$ cat config.mk
export PLATFORM = sky130hd
export DESIGN_NAME = csr_exc_ctrl
export DESIGN_NICKNAME = d
export VERILOG_FILES = /design/src/rtl/csr_exc_pkg.sv /design/src/rtl/exc_prio_enc.sv /design/src/rtl/csr_exc_ctrl.sv
export SDC_FILE = /design/constraint.sdc
export NUM_CORES = 1
export LEC_CHECK = 0
export CAP_MARGIN = 20
export CORE_MARGIN = 2
export CORE_UTILIZATION = 41
export CTS_BUF_LIST = sky130_fd_sc_hd__clkbuf_8
export CTS_CLUSTER_SIZE = 24
export DETAILED_ROUTE_END_ITERATION = 10
export PLACE_DENSITY = 0.82
export SETUP_SLACK_MARGIN = 0.15
export SKIP_LAST_GASP = 1
export SYNTH_ARGS = -nofsm -noshare
export SYNTH_HDL_FRONTEND = slang
export SYNTH_HIERARCHICAL = 1
export SYNTH_SLANG_ARGS = --single-unit
$ cat constraint.sdc
create_clock -name clock -period 2.4 [get_ports clock]
set_input_delay 0.72 -clock clock [delete_from_list [all_inputs] [get_ports clock]]
set_output_delay 0.72 -clock clock [all_outputs]
set_load 0.1 [all_outputs]
$ cat src/rtl/csr_exc_pkg.sv
`default_nettype none
// ============================================================================
//  Module      : csr_exc_pkg (package)
//  Description : Shared constants for the exception/interrupt/ERTN commit
//                sequencer: ecode/esubcode values, ws_exc cause-bit indices
//                and the sequencer state encoding.
//  Optional    : none (the CSR_EXC_COUNT_EN macro is used by csr_exc_ctrl)
//  Revision    : 1.0 - initial release
// ============================================================================
package csr_exc_pkg;

  // Bit positions inside the ws_exc cause vector
  localparam int c_EXC_ADEF = 0;
  localparam int c_EXC_INE  = 1;
  localparam int c_EXC_SYS  = 2;
  localparam int c_EXC_BRK  = 3;
  localparam int c_EXC_ALE  = 4;

  // Exception codes presented to the CSR file (ESTAT.Ecode)
  localparam logic [5:0] c_ECODE_INT  = 6'h00;
  localparam logic [5:0] c_ECODE_ADEF = 6'h08;
  localparam logic [5:0] c_ECODE_ALE  = 6'h09;
  localparam logic [5:0] c_ECODE_SYS  = 6'h0B;
  localparam logic [5:0] c_ECODE_BRK  = 6'h0C;
  localparam logic [5:0] c_ECODE_INE  = 6'h0D;

  // Exception sub-codes (ESTAT.EsubCode)
  localparam logic [8:0] c_ESUB_ADEF = 9'h000;
  localparam logic [8:0] c_ESUB_NONE = 9'h000;

  // Sequencer state encoding
  localparam logic [1:0] c_ST_IDLE     = 2'd0;
  localparam logic [1:0] c_ST_COMMIT   = 2'd1;
  localparam logic [1:0] c_ST_REDIRECT = 2'd2;

endpackage : csr_exc_pkg
`default_nettype wire

$ cat src/rtl/exc_prio_enc.sv
`default_nettype none
// ============================================================================
//  Module      : exc_prio_enc
//  Description : Combinational priority encoder mapping the WB-stage event
//                sources to a single committed event.
//                Priority (highest first): INT, ADEF, INE, SYS, BRK, ALE, ERTN.
//                Any exception/interrupt alongside ERTN wins; ERTN is dropped.
//  Ports       : has_int   - enabled interrupt pending
//                ws_exc    - exception cause vector (ADEF,INE,SYS,BRK,ALE)
//                ws_ertn   - WB instruction is ERTN
//                take      - some event is present (validity gated outside)
//                is_ertn   - the selected event is an ERTN return
//                ecode     - selected exception code (0 for ERTN)
//                esubcode  - selected exception sub-code
//  Revision    : 1.0 - initial release
// ============================================================================
module exc_prio_enc
  import csr_exc_pkg::*;
#(
  parameter int NUM_EXC = 5
) (
  input  logic               has_int,
  input  logic [NUM_EXC-1:0] ws_exc,
  input  logic               ws_ertn,
  output logic               take,
  output logic               is_ertn,
  output logic [5:0]         ecode,
  output logic [8:0]         esubcode
);

  always_comb begin
    take     = has_int | (|ws_exc) | ws_ertn;
    is_ertn  = 1'b0;
    ecode    = c_ECODE_INT;
    esubcode = c_ESUB_NONE;

    if (has_int) begin
      ecode = c_ECODE_INT;
    end else if (ws_exc[c_EXC_ADEF]) begin
      ecode    = c_ECODE_ADEF;
      esubcode = c_ESUB_ADEF;
    end else if (ws_exc[c_EXC_INE]) begin
      ecode = c_ECODE_INE;
    end else if (ws_exc[c_EXC_SYS]) begin
      ecode = c_ECODE_SYS;
    end else if (ws_exc[c_EXC_BRK]) begin
      ecode = c_ECODE_BRK;
    end else if (ws_exc[c_EXC_ALE]) begin
      ecode = c_ECODE_ALE;
    end else if (ws_ertn) begin
      is_ertn = 1'b1;
    end
  end

endmodule : exc_prio_enc
`default_nettype wire

$ cat src/rtl/csr_exc_ctrl.sv
`default_nettype none
// ============================================================================
//  Module      : csr_exc_ctrl
//  Description : Exception / interrupt / ERTN commit sequencer sitting between
//                the writeback stage, the CSR file and pre-IF.
//                IDLE     : evaluate WB, capture the winning event.
//                COMMIT   : one-cycle wb_ex / ertn_flush pulse, flush, latch
//                           the redirect target (ex_entry is stable here since
//                           it depends only on the registered wb_ecode).
//                REDIRECT : hold redirect_valid + flush_all until accepted.
//                All outputs are registered.
//  Ports       : clock, reset (synchronous, active-high)
//                ws_valid/ws_pc/ws_vaddr/ws_exc/ws_ertn - WB instruction info
//                has_int, ex_entry, era                 - from the CSR file
//                wb_ex/wb_ecode/wb_esubcode/wb_pc/wb_vaddr/ertn_flush - to CSR
//                flush_all                               - pipeline kill
//                redirect_valid/redirect_pc/redirect_ready - pre-IF handshake
//                busy                                    - state != IDLE
//                exc_count (CSR_EXC_COUNT_EN only)       - wb_ex pulse count
//  Optional    : define CSR_EXC_COUNT_EN to add the exc_count output.
//  Revision    : 1.0 - initial release
// ============================================================================
module csr_exc_ctrl
  import csr_exc_pkg::*;
#(
  parameter int PC_W    = 32,
  parameter int NUM_EXC = 5
) (
  input  logic               clock,
  input  logic               reset,
  input  logic               ws_valid,
  input  logic [PC_W-1:0]    ws_pc,
  input  logic [PC_W-1:0]    ws_vaddr,
  input  logic [NUM_EXC-1:0] ws_exc,
  input  logic               ws_ertn,
  input  logic               has_int,
  input  logic [PC_W-1:0]    ex_entry,
  input  logic [PC_W-1:0]    era,
  output logic               wb_ex,
  output logic [5:0]         wb_ecode,
  output logic [8:0]         wb_esubcode,
  output logic [PC_W-1:0]    wb_pc,
  output logic [PC_W-1:0]    wb_vaddr,
  output logic               ertn_flush,
  output logic               flush_all,
  output logic               redirect_valid,
  output logic [PC_W-1:0]    redirect_pc,
  input  logic               redirect_ready,
  output logic               busy
`ifdef CSR_EXC_COUNT_EN
  ,
  output logic [31:0]        exc_count
`endif
);

  // --------------------------------------------------------------------------
  // Event selection
  // --------------------------------------------------------------------------
  logic       w_take;
  logic       w_is_ertn;
  logic [5:0] w_ecode;
  logic [8:0] w_esubcode;

  exc_prio_enc #(
    .NUM_EXC (NUM_EXC)
  ) u_prio_enc (
    .has_int  (has_int),
    .ws_exc   (ws_exc),
    .ws_ertn  (ws_ertn),
    .take     (w_take),
    .is_ertn  (w_is_ertn),
    .ecode    (w_ecode),
    .esubcode (w_esubcode)
  );

  // BADV takes the fetch PC for ADEF (the PC itself was the bad address),
  // the data address for everything else.
  logic [PC_W-1:0] w_cap_vaddr;
  assign w_cap_vaddr = (w_ecode == c_ECODE_ADEF && !w_is_ertn) ? ws_pc : ws_vaddr;

  logic w_start;
  assign w_start = ws_valid & w_take;

  // --------------------------------------------------------------------------
  // Sequencer
  // --------------------------------------------------------------------------
  logic [1:0]      r_state;
  logic            r_is_ertn;
  logic            r_wb_ex;
  logic            r_ertn_flush;
  logic            r_flush_all;
  logic            r_redirect_valid;
  logic            r_busy;
  logic [5:0]      r_wb_ecode;
  logic [8:0]      r_wb_esubcode;
  logic [PC_W-1:0] r_wb_pc;
  logic [PC_W-1:0] r_wb_vaddr;
  logic [PC_W-1:0] r_redirect_pc;

  always_ff @(posedge clock) begin
    if (reset) begin
      r_state          <= c_ST_IDLE;
      r_is_ertn        <= 1'b0;
      r_wb_ex          <= 1'b0;
      r_ertn_flush     <= 1'b0;
      r_flush_all      <= 1'b0;
      r_redirect_valid <= 1'b0;
      r_busy           <= 1'b0;
      r_wb_ecode       <= 6'd0;
      r_wb_esubcode    <= 9'd0;
      r_wb_pc          <= '0;
      r_wb_vaddr       <= '0;
      r_redirect_pc    <= '0;
    end else begin
      case (r_state)
        c_ST_IDLE: begin
          if (w_start) begin
            r_is_ertn     <= w_is_ertn;
            r_wb_ecode    <= w_ecode;
            r_wb_esubcode <= w_esubcode;
            r_wb_pc       <= ws_pc;
            r_wb_vaddr    <= w_cap_vaddr;
            // The commit pulses are launched here so they appear during
            // COMMIT and are cleared again on leaving it.
            r_wb_ex       <= ~w_is_ertn;
            r_ertn_flush  <= w_is_ertn;
            r_flush_all   <= 1'b1;
            r_busy        <= 1'b1;
            r_state       <= c_ST_COMMIT;
          end
        end

        c_ST_COMMIT: begin
          r_wb_ex          <= 1'b0;
          r_ertn_flush     <= 1'b0;
          r_redirect_pc    <= r_is_ertn ? era : ex_entry;
          r_redirect_valid <= 1'b1;
          r_state          <= c_ST_REDIRECT;
        end

        c_ST_REDIRECT: begin
          if (r_redirect_valid && redirect_ready) begin
            r_redirect_valid <= 1'b0;
            r_flush_all      <= 1'b0;
            r_busy           <= 1'b0;
            r_state          <= c_ST_IDLE;
          end
        end

        default: begin
          r_wb_ex          <= 1'b0;
          r_ertn_flush     <= 1'b0;
          r_redirect_valid <= 1'b0;
          r_flush_all      <= 1'b0;
          r_busy           <= 1'b0;
          r_state          <= c_ST_IDLE;
        end
      endcase
    end
  end

  assign wb_ex          = r_wb_ex;
  assign ertn_flush     = r_ertn_flush;
  assign flush_all      = r_flush_all;
  assign redirect_valid = r_redirect_valid;
  assign busy           = r_busy;
  assign wb_ecode       = r_wb_ecode;
  assign wb_esubcode    = r_wb_esubcode;
  assign wb_pc          = r_wb_pc;
  assign wb_vaddr       = r_wb_vaddr;
  assign redirect_pc    = r_redirect_pc;

`ifdef CSR_EXC_COUNT_EN
  // --------------------------------------------------------------------------
  // Exception counter: counts wb_ex pulses only, wraps naturally.
  // --------------------------------------------------------------------------
  logic [31:0] r_exc_count;

  always_ff @(posedge clock) begin
    if (reset) begin
      r_exc_count <= 32'd0;
    end else if (r_wb_ex) begin
      r_exc_count <= r_exc_count + 32'd1;
    end
  end

  assign exc_count = r_exc_count;
`endif

endmodule : csr_exc_ctrl
`default_nettype wire

Word-level counts from Yosys, hierarchy flattened
Cells that the tools add are included.
Word-level totals
  register bits: 109
  input port bits: 139
  output and inout bits: 116
  word-level logic and storage cells: 58
Cells by class
  equality and inequality tests: 5
  multiplexer cells: 26
  bitwise logic cells: 7
  reduce and logical (&&, ||, !) cells: 10
Operators by type and width (number)
  $mux 32: 2
  $mux 6: 5
  $mux 1: 11
  $reduce_and 2->1: 4
  $eq 6x4->1 const B: 1
  $pmux 1 s3: 2
  $pmux 2 s3: 1
  $reduce_or 5->1: 1
  $mux 2: 2
  $mux 4: 1
  $ne 2x2->1 const B: 2
  $not 1->1: 4
  $pmux 1 s2: 2
  $reduce_and 3->1: 1
  $eq 2x1->1 const B: 1
  $eq 2x2->1 const B: 1
  $logic_and 1x1->1: 2
  $logic_not 2->1: 1
  $or 1x1->1: 2
  $and 1x1->1: 1
  $logic_not 1->1: 1

Depth between registers and ports, before layout
Gate-level depths: netlist of the first run.
  depth after elaboration: 10
  gate-level depth with buffers: 7
  mapped depth without buffers: 5

Hierarchy
Netlist of the first run, hierarchy kept.
Modules (own cells, without submodules)
  csr_exc_ctrl: times used 1, cells each 564, area an instance 4802.1 µm², seq. area each 2362.3 µm²
  exc_prio_enc: times used 1, cells each 23, area an instance 162.7 µm², seq. area each 0.0 µm²

Worst setup path after synthesis of the first run
Ideal clock, no wire load.
  path type: flip-flop to output port
  start point: register busy (netlist name)
  end point: output port flush_all
  arrival time: 1368 ps
  data required time: 1680 ps
  setup slack: 312 ps
  stages on the path, launching flop included: 2
  path buffers: 1
  cell sequence: dfxtp_1 > buf_4
RTL lines
  end, declared: line csr_exc_ctrl.sv:45  | output logic flush_all,

Final worst setup path of the first run
  start point: input port has_int
  end point: register r_wb_vaddr[27], in the netlist wb_vaddr[27]
Between the ends
  cells in the longest elaborated chain, start to end: 4
  elaborated cells on any way between the ends: 10
  those cells by class: eq/ne: 1; mux: 3; bitwise: 3; reduce/logical: 3
RTL lines
  start, declared: line csr_exc_ctrl.sv:36  | input logic has_int,
  $mux 6: line exc_prio_enc.sv:37  | if (has_int) begin
  via w_ecode[0]: line csr_exc_ctrl.sv:61  | logic [5:0] w_ecode;
  $eq 6x4->1: line csr_exc_ctrl.sv:79  | assign w_cap_vaddr = (w_ecode == c_ECODE_ADEF && !w_is_ertn) ? ws_pc : ws_vaddr;
  $logic_and 1x1->1: line csr_exc_ctrl.sv:79
  $mux 32: line csr_exc_ctrl.sv:79
  end signal, assigned: line csr_exc_ctrl.sv:122  | r_wb_vaddr <= w_cap_vaddr;
  end, declared: line csr_exc_ctrl.sv:97  | logic [PC_W-1:0] r_wb_vaddr;
The timed path passes the listed nets, and every way through them passes these cells.
A chain may end at the register's enable or synchronous reset.

==> summary.txt, run 1 <==
Setup path
  – CP required: 2.69 ns
  – R2r endpoint: redirect_pc[17]
  – Critical path class: in2reg
  – CP Capture Type: flop
  – Crit path DAT: 2.54 ns
  – Critical path fanouts, max: 32
  – Reg2Reg Setup Slack: 0.81 ns
  – Reg-to-reg startpoint: r_state[0]
  – CP Launch Type: input pin
  – R2R depth: 4

Final layout
  – Area of the multi-input gates: 2330 sq um
  – # nets final: 975
  – N_diodes: 0
  – Fillers: 951
  – Share of layout cells above drive strength 1: 0.230
  – Cell area after layout: 7990 sq um
  – Final cell count without fillers: 996
  – Synthesis-to-layout area growth: 60.9%
  – Final Core Density: 0.671
  – FF+latch area: 2360 sq um

Clocking
  – CTS tree: done
  – Clk_lat worst skew: 0.43 ns
  – # clock sinks: 118
  – Clock-pin slew on the worst setup and hold paths: 0.07 ns
  – Root Driver: clkbuf_8
  – CTS max path bufs: 2
  – H-tree lvl count: 4
  – Number of hold buffers added after CTS: 0
  – Num CTS Buffers: 17

Route
  – Detailed Route Iter0 Violations: 289
  – DRC: 0
  – Total wire length: 16400 um
  – Pre-antenna DRT Iters: 5
  – DR vias/cell: 5.29
  – Via count: 5267
  – Post-route ant nets: 0
  – Wire length per cell: 16.4 um

Power
  – Sw Share: 0.387
  – Leakage: 0.00317 uW
  – PwrDens: 790 nW/um^2
  – Switching pwr: 2440 uW
  – Sequential share of power: 0.349
  – Gate power share: 0.344
  – Worst VDD drop: 0.401 mV
  – Internal: 3870 uW
  – Clock power frac: 0.307

Worst hold path
  – Hold wc startpoint: wb_esubcode[3]
  – Worst hold stages: 2
  – Hold Path Class: reg2reg
  – WHS Endpoint: wb_esubcode[3]

Timing
  – Max Clock Freq: 0.444 GHz
  – Worst Tran Pin Value: 0.611 ns
  – Setup slack after layout: 0.150 ns
  – Tcrit/Tclk final: 0.937
  – Skew final: 0.00461 ns
  – Final Setup Violations: 0
  – Final Max Slew Viols: 0
  – Max_slew headroom: 0.593
  – Post-route minimum period: 2.25 ns
  – Final hold vios: 0
  – Unrepaired setup endpoints after global routing: false
  – Setup TNS: 0 ns

Synthesis
  – Post-Syn Instances: 587
  – EDFF count, synth: 0
  – #FFs+latches synth: 118
  – Post-synthesis sequential area ratio: 0.476
  – Synth cell types: 34
  – Fraction of registers with async set/reset: 0
  – Cell area after synthesis: 4960 sq um
  – Synthesis Warnings: 6
  – Syn_area_per_cell: 8.46 sq um
  – Top FF cell, synth: dfxtp_1

Job
  – Total of max-cap violations: 0

Placement
  – Final HPWL DP: 11400 um
  – Placed Instances: 960
  – RePlAce Congestion: 0.858
  – Count of input and output buffers: 254
  – Pre-CTS setup slack: -0.294 ns
  – Placed inst area: 7440 sq um

Global routing
  – Pin count of the biggest net entering global routing: 66
  – First-pass GRT wire length: 24300 um
  – Global Route Usage Sum: 0.236
  – Grt ovf: 0
  – Vias in the first global route: 4947
  – Antenna violations before repair: 0

Floorplanning
  – Die height: 114 um
  – Die area: 13000 sq um
  – Rows: 40
  – Die X: 114 um
  – Starting Density: 0.417
  – Core box area: 11900 sq um
  – I/O pin count: 255

Run status
  – Status: finished clean
==> synthesized netlist by cell type, types with 2 or more instances <==
cell      number  area (sq um)
a211oi_1      32           240
a21oi_1       52           260
a311oi_1      29           254
a31oi_1        3          18.8
buf_1          2          7.51
buf_2         28           140
buf_4         13          97.6
buf_6          3          33.8
clkbuf_1      20          75.1
dfxtp_1      118          2360
inv_1          2          7.51
mux2i_1       33           330
nand2_1       96           360
nand3_1       32           160
nor2_1        68           255
nor2b_1        3          18.8
nor3_1         3          15.0
o21ai_1       32           160
o21bai_1       3          22.5
==> timing repair <==
item                       in CTS  in global routing
buffers inserted                0                  1
setup endpoints to repair       0                 29
resized for setup               0                 12
==> final cells by class <==
type | instances | share of cell area
Tap cell | 147 | 0.0230
Sequential cell | 118 | 0.296
Multi-Input combinational cell | 411 | 0.292
Inverter | 2 | 0.000940
Timing Repair Buffer | 286 | 0.334
Clock inverter | 14 | 0.0229
Clock buffer | 18 | 0.0310
==> flip-flops by register name, indices dropped and copies added, names as in the netlist <==
name	cells
wb_ex	1
wb_ecode	6
busy	1
redirect_valid	1
r_state	2
wb_pc	32
ertn_flush	1
redirect_pc	32
wb_esubcode	9
r_is_ertn	1
wb_vaddr	32
==> stage by stage <==
stage	total power (uW)	hold WS (ns)
6_report	6310	0.455
4_1_cts	6330	0.458
3_5_place_dp	4390	0.448
5_1_grt	6540	0.473
3_3_place_gp	4350	0.445
2_1_floorplan	3750	0.504
==> power by group through the flow <==
stage	Clock, uW	Combinational (uW)	Sequential (uW)
2_1_floorplan	0	426	3320
3_3_place_gp	0	2110	2240
3_5_place_dp	0	2140	2250
4_1_cts	1980	2140	2200
5_1_grt	2060	2250	2220
6_report	1940	2170	2210
==> placed cells by master (no fill, tap or decap), types with 2 or more instances in the layout <==
cell	count
clkbuf_16	2
clkinvlp_4	5
o21bai_1	3
bufinv_16	4
clkbuf_8	18
buf_6	2
buf_4	135
a311oi_2	5
inv_1	2
clkinv_2	5
nand3_1	32
o21ai_1	31
a31oi_1	3
nor3_1	2
nor2_1	68
clkdlybuf4s50_1	132
nand2_1	96
mux2i_1	33
a211oi_1	32
dfxtp_1	117
a311oi_1	24
nor2b_1	2
a21oi_1	52
buf_12	10
dlymetal6s2s_1	5
conb_1	11
==> worst max-delay path, cell delays in order <==
cell	delay, ns
clkdlybuf4s50_1	0.47
nor2_1	0.06
buf_4	0.14
o31a_1	0.13
or3_1	0.43
buf_12	0.19
o21ai_1	0.24
a311oi_2	0.14
==> logic make-up after synthesis <==
logic type,share of synthesized area
other cells,0.000755
simple gates,0.185
flops,0.476
buf+inv,0.0728
compound gates,0.199
mux,0.0665
==> how the worst max path moves through the flow <==
stage | end | cells after the start | startpoint | slack (ns)
2_1_floorplan | flush_all | 1 | busy | 0.31
4_1_cts | wb_vaddr[5] | 8 | ws_exc[2] | 0.15
3_5_place_dp | wb_vaddr[23] | 8 | ws_exc[2] | -0.29
5_1_grt | wb_vaddr[27] | 8 | has_int | 0.15
3_3_place_gp | wb_vaddr[2] | 7 | ws_exc[1] | -0.23
6_report | wb_vaddr[27] | 8 | has_int | 0.15
==> per-layer routing <==
metal	vias up	routed length, um	global-route usage
li1	2549	-	-
met3	44	1290	0.0627
met4	0	563	0.113
met2	255	7940	0.385
met5	-	0	0
met1	2419	6580	0.289
Note: power is estimated with default switching activity, not from simulation.
==> inputs of run 2 (changes only) <==
- CORE_UTILIZATION: 41 -> 30
- PLACE_DENSITY: 0.82 -> not set
- PLACE_DENSITY_LB_ADDON: not set -> 0.2
==> summary.txt, run 2 (synthesis results as in run 1) <==
Floorplanning
  – Rows: 47 (was 40)
  – Die X: 133 um (was 114 um)
  – Die area: 17600 sq um (was 13000 sq um)
  – Core box area: 16400 sq um (was 11900 sq um)
  – Die height: 133 um (was 114 um)
  – I/O pin count: 255 (unchanged)
  – Starting Density: 0.303 (was 0.417)

Global routing
  – Antenna violations before repair: 0 (unchanged)
  – Grt ovf: 0 (unchanged)
  – Global Route Usage Sum: 0.182 (was 0.236)
  – Vias in the first global route: 4940 (was 4947)
  – Pin count of the biggest net entering global routing: 66 (unchanged)
  – First-pass GRT wire length: 25700 um (was 24300 um)

Timing
  – Max_slew headroom: 0.608 (was 0.593)
  – Min Hold Slack: 0.454 ns (was 0.455 ns)
  – Skew final: 0.00652 ns (was 0.00461 ns)
  – Tcrit/Tclk final: 0.867 (was 0.937)
  – Final Setup Violations: 0 (unchanged)
  – Setup TNS: 0 ns (unchanged)
  – Worst Tran Pin Value: 0.588 ns (was 0.611 ns)
  – Post-route minimum period: 2.08 ns (was 2.25 ns)
  – Final hold vios: 0 (unchanged)
  – Unrepaired setup endpoints after global routing: false (unchanged)
  – Final Max Slew Viols: 0 (unchanged)
  – Max Clock Freq: 0.480 GHz (was 0.444 GHz)

Route
  – Post-route ant nets: 0 (unchanged)
  – Pre-antenna DRT Iters: 5 (unchanged)
  – DRC: 0 (unchanged)
  – Wire length per cell: 15.9 um (was 16.4 um)
  – Total wire length: 17000 um (was 16400 um)
  – DR vias/cell: 4.85 (was 5.29)
  – Via count: 5188 (was 5267)
  – Detailed Route Iter0 Violations: 220 (was 289)

Final layout
  – Commonest non-fill, non-tap cell in the layout: buf_4 (unchanged)
  – Share of layout cells above drive strength 1: 0.227 (was 0.230)
  – Final Core Density: 0.489 (was 0.671)
  – Most frequent cells in the layout: buf_4, clkdlybuf4s50_1, dfxtp_1 (unchanged)
  – N_diodes: 0 (unchanged)
  – Synthesis-to-layout area growth: 61.7% (was 60.9%)
  – Cell area after layout: 8030 sq um (was 7990 sq um)
  – # nets final: 976 (was 975)

Worst hold path
  – Hold wc startpoint: wb_pc[30] (was wb_esubcode[3])
  – WHS Endpoint: wb_pc[30] (was wb_esubcode[3])
  – Hold Path Class: reg2reg (unchanged)
  – Worst hold stages: 2 (unchanged)

Setup path
  – Reg-to-reg startpoint: r_state[0] (unchanged)
  – Worst stage delay on the critical path: 0.41 ns (was 0.47 ns)
  – Critical path class: in2reg (unchanged)
  – Reg2Reg Setup Slack: 0.80 ns (was 0.81 ns)
  – WP buf/inv: 4 (was 3)
  – R2r endpoint: redirect_pc[14] (was redirect_pc[17])
  – CP Capture Type: flop (unchanged)
  – Slowest CP cell: clkdlybuf4s50_1 (unchanged)
  – CP Launch Type: input pin (unchanged)
  – Crit-path cells: clkdlybuf4s50_1 -> and3_1 -> buf_4 -> nor4b_4 -> buf_6 -> clkbuf_16 -> nand3_1 -> a311oi_1 (was clkdlybuf4s50_1 -> nor2_1 -> buf_4 -> o31a_1 -> or3_1 -> buf_12 -> o21ai_1 -> a311oi_2)
  – Crit path DAT: 2.42 ns (was 2.54 ns)
  – Critical Path Stages: 8 (unchanged)
  – Critical path fanouts, max: 8 (was 32)
  – CP required: 2.74 ns (was 2.69 ns)
  – CP delay by family, top: buffers and inverters (unchanged)
  – R2R depth: 4 (unchanged)

Clocking
  – Clk_lat worst skew: 0.43 ns (about the same)
  – H-tree lvl count: 4 (unchanged)
  – Clock-pin slew on the worst setup and hold paths: 0.07 ns (about the same)
  – Num CTS Buffers: 17 (unchanged)
  – CTS tree: done (unchanged)
  – Number of hold buffers added after CTS: 0 (unchanged)
  – Root Driver: clkbuf_8 (unchanged)
  – CTS max path bufs: 2 (unchanged)
  – # clock sinks: 118 (unchanged)

Placement
  – Count of input and output buffers: 254 (unchanged)
  – RePlAce Congestion: 0.834 (was 0.858)
  – Final HPWL DP: 12000 um (was 11400 um)
  – Placed inst area: 7550 sq um (was 7440 sq um)

Power
  – PwrDens: 749 nW/um^2 (was 790 nW/um^2)
  – Leakage: 0.00318 uW (was 0.00317 uW)
  – Worst VDD drop: 0.470 mV (was 0.401 mV)

Run status
  – Status: finished clean (unchanged)

Job
  – Total of max-cap violations: 0 (unchanged)
==> run 2: cell count changes in the layout (fill, tap and decap cells not counted), sizes merged <==
cell           change
clkdlybuf4s50      -1
bufinv             -3
clkbuf             +1
buf                +1
dlymetal6s2s       +1
inv                +3
clkinv             +2
clkinvlp           -3
==> run 2: layout make-up <==
cell class	count	area, sq um
Clock inverter	13	91.3
Tap cell	220	275
Timing Repair Buffer	287	2690
Fill cell	1583	8380
Inverter	2	7.51
Multi-Input combinational cell	411	2340
Sequential cell	118	2360
Clock buffer	19	262
==> run 2: how the worst max path moves through the flow <==
| stage | from | to |
|---|---|---|
| final | ws_ertn | wb_vaddr[26] |
| after global routing | ws_ertn | wb_vaddr[24] |
| after CTS | ws_exc[2] | wb_vaddr[1] |
| after detailed placement | ws_exc[3] | wb_vaddr[1] |
| after global placement | ws_exc[2] | wb_vaddr[26] |
| after floorplan | busy | flush_all |
==> run 2: report_power, final <==
group / leakage [uW] / total (uW) / internal, uW / switching [uW]
Sequential: 0.000972 / 2200 / 2110 / 87.2
Combinational: 0.00201 / 2170 / 611 / 1560
Clock: 0.000194 / 1640 / 846 / 794
==> run 2: what timing repair did <==
action | CTS | global route
setup endpoints to repair | 0 | 33
gates resized for setup | 0 | 13
setup buffers | 0 | 1
==> run 2: routing by layer <==
| metal | up-vias | global-route usage | share of wire |
|---|---|---|---|
| li1 | 2555 | - | - |
| met1 | 2414 | 0.219 | 0.42 |
| met2 | 203 | 0.305 | 0.49 |
| met3 | 16 | 0.0644 | 0.080 |
| met4 | 0 | 0.0573 | 0.013 |
| met5 | - | 0 | 0 |
==> run 2: worst register-to-register path, delay by kind of cell (launching register included) <==
kind                   cells  cell delay [ns]
AOI/OAI and AO/OA          1             0.25
and+or+nand+nor            2             0.31
DFF                        1             0.47
buffers and inverters      1             0.48
==> run 2: through the flow <==
stage          total power [uW]  setup slack, ns  instances
2_1_floorplan              3750            0.312        597
3_3_place_gp               4380           -0.206       1034
3_5_place_dp               4400           -0.298       1034
4_1_cts                    6060            0.174       1066
5_1_grt                    6280            0.245       1070
6_report                   6020            0.318       1070
